## src/rtl/jp_dev.sv

```systemverilog
// jp_dev: device-side model of an NES joypad. Answers the console's
// latch/clock/data protocol the way a pad's 4021 shift register does, with
// button state supplied over a parallel write port and optional turbo on A/B.
module jp_dev #(
    parameter int SYNC_STAGES = 2,
    parameter int TURBO_HALF  = 416667,
    parameter int TURBO_W     = 20
) (
    input  logic       clk_in,
    input  logic       nrst_in,
    input  logic       jp_clk_in,
    input  logic       jp_latch_in,
    output logic       jp_data_out,
    input  logic       btn_wr_in,
    input  logic [7:0] btn_d_in,
    input  logic [1:0] turbo_en_in,
    output logic       btn_ack_out,
    output logic [7:0] poll_cnt_out
);

    typedef enum logic [1:0] {
        IDLE,
        LOAD,
        SHIFT,
        EXHAUST
    } state_t;

    state_t state_q, state_d;

    logic [SYNC_STAGES-1:0] clkSync_q, latchSync_q;
    logic                   clkHist_q, latchHist_q;
    logic                   clkLevel, latchLevel, clkRise, latchFall;

    logic [7:0]         btnReg_q;
    logic               btnAck_q;
    logic [TURBO_W-1:0] turboCnt_q;
    logic               turboPh_q;
    logic               turboWrap;
    logic [7:0]         eff;

    logic [7:0] shreg_q, shreg_d;
    logic [3:0] cnt_q, cnt_d;
    logic [7:0] pollCnt_q, pollCnt_d;
    logic       dataOut_q, dataOut_d;

    // Bring the console's asynchronous clock and latch into our domain, keeping one extra flop for edge detection.
    always_ff @(posedge clk_in or negedge nrst_in) begin
        if (!nrst_in) begin
            clkSync_q   <= '0;
            latchSync_q <= '0;
            clkHist_q   <= 1'b0;
            latchHist_q <= 1'b0;
        end else begin
            clkSync_q   <= {clkSync_q[SYNC_STAGES-2:0], jp_clk_in};
            latchSync_q <= {latchSync_q[SYNC_STAGES-2:0], jp_latch_in};
            clkHist_q   <= clkSync_q[SYNC_STAGES-1];
            latchHist_q <= latchSync_q[SYNC_STAGES-1];
        end
    end

    assign clkLevel   = clkSync_q[SYNC_STAGES-1];
    assign latchLevel = latchSync_q[SYNC_STAGES-1];
    assign clkRise    = clkLevel & ~clkHist_q;
    assign latchFall  = ~latchLevel & latchHist_q;

    // Capture written button state and acknowledge every write one cycle later.
    always_ff @(posedge clk_in or negedge nrst_in) begin
        if (!nrst_in) begin
            btnReg_q <= 8'h00;
            btnAck_q <= 1'b0;
        end else begin
            if (btn_wr_in) begin
                btnReg_q <= btn_d_in;
            end
            btnAck_q <= btn_wr_in;
        end
    end

    assign turboWrap = (turboCnt_q == TURBO_W'(TURBO_HALF - 1));

    // Free-running turbo timebase; the phase flips each time the counter wraps.
    always_ff @(posedge clk_in or negedge nrst_in) begin
        if (!nrst_in) begin
            turboCnt_q <= '0;
            turboPh_q  <= 1'b0;
        end else if (turboWrap) begin
            turboCnt_q <= '0;
            turboPh_q  <= ~turboPh_q;
        end else begin
            turboCnt_q <= turboCnt_q + TURBO_W'(1);
        end
    end

    // Effective pad state: turbo gates A and B with the turbo phase when enabled.
    always_comb begin
        eff    = btnReg_q;
        eff[0] = btnReg_q[0] & (~turbo_en_in[0] | turboPh_q);
        eff[1] = btnReg_q[1] & (~turbo_en_in[1] | turboPh_q);
    end

    // State register.
    always_ff @(posedge clk_in or negedge nrst_in) begin
        if (!nrst_in) begin
            state_q <= IDLE;
        end else begin
            state_q <= state_d;
        end
    end

    // Next-state logic; a high latch always wins over a clock edge in the same cycle.
    always_comb begin
        state_d = state_q;
        case (state_q)
            IDLE: begin
                if (latchLevel) state_d = LOAD;
            end
            LOAD: begin
                if (latchFall) state_d = SHIFT;
            end
            SHIFT: begin
                if (latchLevel) begin
                    state_d = LOAD;
                end else if (clkRise && (cnt_q == 4'd7)) begin
                    state_d = EXHAUST;
                end
            end
            EXHAUST: begin
                if (latchLevel) state_d = LOAD;
            end
            default: state_d = IDLE;
        endcase
    end

    // Output/datapath logic: live load while latched, shift on clock rises, count completed polls.
    always_comb begin
        shreg_d   = shreg_q;
        cnt_d     = cnt_q;
        pollCnt_d = pollCnt_q;
        if ((state_q == LOAD) || (state_d == LOAD)) begin
            shreg_d = eff;
            cnt_d   = 4'd0;
        end else if ((state_q == SHIFT) && clkRise) begin
            shreg_d = {1'b1, shreg_q[7:1]};
            cnt_d   = cnt_q + 4'd1;
        end
        if ((state_q == LOAD) && (state_d == SHIFT)) begin
            pollCnt_d = pollCnt_q + 8'd1;
        end
        dataOut_d = (state_d == IDLE) ? 1'b1 : ~shreg_d[0];
    end

    // Datapath and output registers.
    always_ff @(posedge clk_in or negedge nrst_in) begin
        if (!nrst_in) begin
            shreg_q   <= 8'h00;
            cnt_q     <= 4'd0;
            pollCnt_q <= 8'd0;
            dataOut_q <= 1'b1;
        end else begin
            shreg_q   <= shreg_d;
            cnt_q     <= cnt_d;
            pollCnt_q <= pollCnt_d;
            dataOut_q <= dataOut_d;
        end
    end

    assign jp_data_out  = dataOut_q;
    assign btn_ack_out  = btnAck_q;
    assign poll_cnt_out = pollCnt_q;

endmodule
```

## config.mk

```make
export PLATFORM = sky130hd
export DESIGN_NAME = jp_dev
export DESIGN_NICKNAME = d
export VERILOG_FILES = /design/src/rtl/jp_dev.sv
export SDC_FILE = /design/constraint.sdc
export NUM_CORES = 1
export LEC_CHECK = 0
export ABC_AREA = 1
export CAP_MARGIN = 5
export CORE_MARGIN = 2
export CORE_UTILIZATION = 50
export CTS_BUF_LIST = sky130_fd_sc_hd__clkbuf_4 sky130_fd_sc_hd__clkbuf_8
export DETAILED_ROUTE_END_ITERATION = 6
export PLACE_DENSITY = 0.74
export SLEW_MARGIN = 20
export SYNTH_ARGS = -nofsm -noshare
export SYNTH_HDL_FRONTEND = slang
export SYNTH_SLANG_ARGS = --single-unit
```

## constraint.sdc

```tcl
create_clock -name clk_in -period 3.4 [get_ports clk_in]
set_input_delay 1.02 -clock clk_in [delete_from_list [all_inputs] [get_ports clk_in]]
set_output_delay 1.02 -clock clk_in [all_outputs]
set_load 0.02 [all_outputs]
```

==> results.md <==
| Quantity | Reported |
| --- | --- |
| Status | complete, no violations |
| Maximum resistive drop on vdd | 0.3430 mV |
| First-pass detailed-route iteration total | 4 |
| FF+latch area | 1478 um^2 |
| Area added between synthesis and finish | 17.62% |
| Leading cell type in the layout, fill and taps excluded | nand2_1 |
| Routability Congestion | 0.8456 |
| Sort of element at the start of the critical path | flip-flop |
| Setup repair after global routing missed its margin | false |
| CTS Buf Count | 9 |
| Number of violations reported at the end of detailed-routing iteration 0 | 193 |
| Root buffer cell | clkbuf_8 |
| Worst endpoint required time | 2.38 ns |
| Met3 wirelength from detailed routing | 244 um |
| Met2 wire length | 2802 um |
| Share of layout cells above drive strength 1 | 10.91% |
| Metal1 wirelength | 2885 um |
| Slew at the pin closest to its max-slew limit | 0.5627 ns |
| Share of Yosys cell area claimed by the top area cell type | 47.97% |
| Sequential element share of the synthesized area | 48.84% |
| Post-Synthesis Cell Area | 3025 um^2 |
| Worst-path fanout max | 1 |
| Pwr/cell area | 594.9 nW/um^2 |
| Count of antenna diodes in the layout | 0 |
| Post-detailed-route via-to-cell ratio | 5.261 |
| Max Used Layer | met4 |
| Combined global-route utilization of all metal layers | 20.94% |
| Synth Area per Inst | 8.595 um^2 |
| Number of antenna violations at the first check in global routing | 0 |
| Min-delay worst type | flip-flop to flip-flop |
| Number of flops mapped to enable cells by yosys | 0 |
| Number of distinct library cell variants in the gate-level netlist after synthesis | 36 |
| Top library cells by usage in the layout, fill and taps aside | nand2_1 (79), dfrtp_1 (58), inv_1 (43), nor2_1 (32), nand3_1 (26) |
| CTS tree | done |
| Sum of routed wire length over all layers | 6072 um |
| Num ports | 25 |
| Total Die Area | 6689 um^2 |
| Flops & latches, synth | 59 |
| Final Net Count | 402 |
| Die H | 81.79 um |
| Wire length of the first global-routing pass | 10,470 um |
| Cell leakage power | 1.658 nW |
| Post-CTS setup-driven buffer insertion count | 0 |
| Detail Route Antenna Nets | 0 |
| Clock slew at the register clock pins of the worst setup and hold paths | 0.07 ns |
| Number of levels the H-tree was split into | 3 |
| Core region area | 5886 um^2 |
| Maximum Capacitance Violations | 0 |
| Largest stage delay, worst path | 0.59 ns |
| Setup clock skew after layout | 0.008116 ns |
| Accumulated negative setup slack | 0 ns |
| Remaining routing DRC violations | 0 |
| Final worst path period share | 72.08% |
| Vias in the first global route | 2,238 |
| CP cell instances | clkdlybuf4s50_1 |
| Remaining global-route overflow | 0 |
| Pin count of the biggest net entering global routing | 25 |
| Fill cell total of the finished layout | 509 |
| Count of buffers inserted at the top-level ports | 24 |
| Number of max-slew violations in the final report | 0 |
| Number of vias after detailed routing | 2,420 |
| Cell accounting for the most synthesized area | dfrtp_1 |
| Critical path arrival | 1.43 ns |
| Relative slew slack | 62.48% |
| Routed length per instance | 13.20 um |
| Fraction of registers with async set or reset after synthesis | 100.0% |
| Max frequency | 0.4080 GHz |
| Effective utilization at floorplan | 51.40% |
| Top post-synthesis cells by area | dfrtp_1 (48%), nand2_1 (9.8%), inv_1 (5.3%) |
| Final min period | 2.451 ns |
| Row count | 28 |
| Syn Inst Count | 352 |
| CTS hold repair buffers | 0 |
| Post-Place Cell Area | 3324 um^2 |
| Setup violators final | 0 |
| Die W | 81.79 um |
| Endpoint kind of the worst setup timing path | primary output |
| Cell class contributing the biggest share of worst-path delay | buffers and inverters |
| Crit Path Category | flip-flop to primary output |
| Clock Path Buffers | 2 |
| Critical path's slowest cell | clkdlybuf4s50_1 |
| Warnings from Yosys | 0 |
| Area of the multi-input gates | 1331 um^2 |
| Primary FF master, synth | dfrtp_1 |
| Number of instances resized during post-cts repair | 0 |
| Syn Nets | 373 |
| Power Total | 2.117 mW |
| Final Hold Violating Endpoints | 0 |
| Clock latency reported for the late side of the worst-skew pair | 0.34 ns |
| Total non-filler cell area in the finished layout | 3558 um^2 |
| Sum of buffers and inverters on the critical path | 1 |
| Number of sinks on the clock net | 59 |
| Detail Placement HPWL | 4284 um |
metal layers:
metal  GRT usage (%)  vias to the layer above
met4           10.17                        0
met5               0                        -
met3           5.275                       10
li1                -                     1208
met1           27.86                     1146
met2           31.95                       56
synthesized netlist by cell type (5+ instances only):
cell / instances
dfrtp_1: 58
ha_1: 6
inv_1: 43
mux2_2: 5
nand2_1: 79
nand3_1: 26
nand3b_1: 5
nand4_1: 21
nor2_1: 32
nor3_1: 7
nor4_1: 7
o21ai_0: 10
xor2_1: 13
where the power goes:
| group | switching, mW | leakage (nW) | internal [mW] | total (mW) |
|---|---|---|---|---|
| clock network | 0.280 | 0.116 | 0.490 | 0.770 |
| registers | 0.0611 | 0.755 | 0.796 | 0.857 |
| logic | 0.303 | 0.787 | 0.187 | 0.490 |
| total | 0.644 | 1.66 | 1.47 | 2.12 |
metrics by stage:
| stage | hold slack [ns] | worst slack (ns) | utilization [%] | cells |
|---|---|---|---|---|
| after global placement | 0.3352 | 1.149 | 56.48 | 445 |
| after global routing | 0.3597 | 0.9058 | 60.46 | 460 |
| final | 0.3517 | 0.9492 | 60.46 | 460 |
| after detailed placement | 0.3364 | 1.130 | 56.48 | 445 |
| after floorplan | 0.3312 | 1.640 | - | 352 |
| after CTS | 0.3521 | 0.9366 | 60.46 | 460 |
worst paths after layout:
kind	from	to	slack, ns	cells after the start
max in group asynchronous	nrst_in	jp_data_out	2.00	2
setup reg to reg	state_q[0]	jp_data_out	1.52	11
min in group asynchronous	nrst_in	shreg_q[7]	0.67	1
hold / removal	clkSync_q[0]	clkSync_q[1]	0.35	0
setup / recovery	jp_data_out	jp_data_out	0.95	1
hold reg to reg	clkSync_q[0]	clkSync_q[1]	0.35	0
state kept, by name, indices dropped and copies added (netlist names):
name and cells:
btnReg_q 8, btn_ack_out 1, clkHist_q 1, clkSync_q 2, cnt_q 4, jp_data_out 1, latchHist_q 1, latchSync_q 2
poll_cnt_out 8, shreg_q 8, state_q 2, turboCnt_q 20, turboPh_q 1
final cells by class:
class | instances | area share (%)
clock buffers | 10 | 3.692
clock inverters | 5 | 2.883
inverters | 45 | 4.817
multi-input cells | 240 | 37.41
flip-flops and latches | 59 | 41.53
well taps | 75 | 2.637
repair buffers | 26 | 7.032
kinds of logic after synthesis:
kind of cell / Yosys count / synth area share, %
simple gates: 194 / 31.64
flops: 59 / 48.84
buf+inv: 53 / 7.154
compound gates: 19 / 3.391
xor+xnor: 16 / 4.632
fa+ha+maj: 6 / 2.481
mux: 5 / 1.861
No activity file was read; power rests on OpenSTA's default activity.
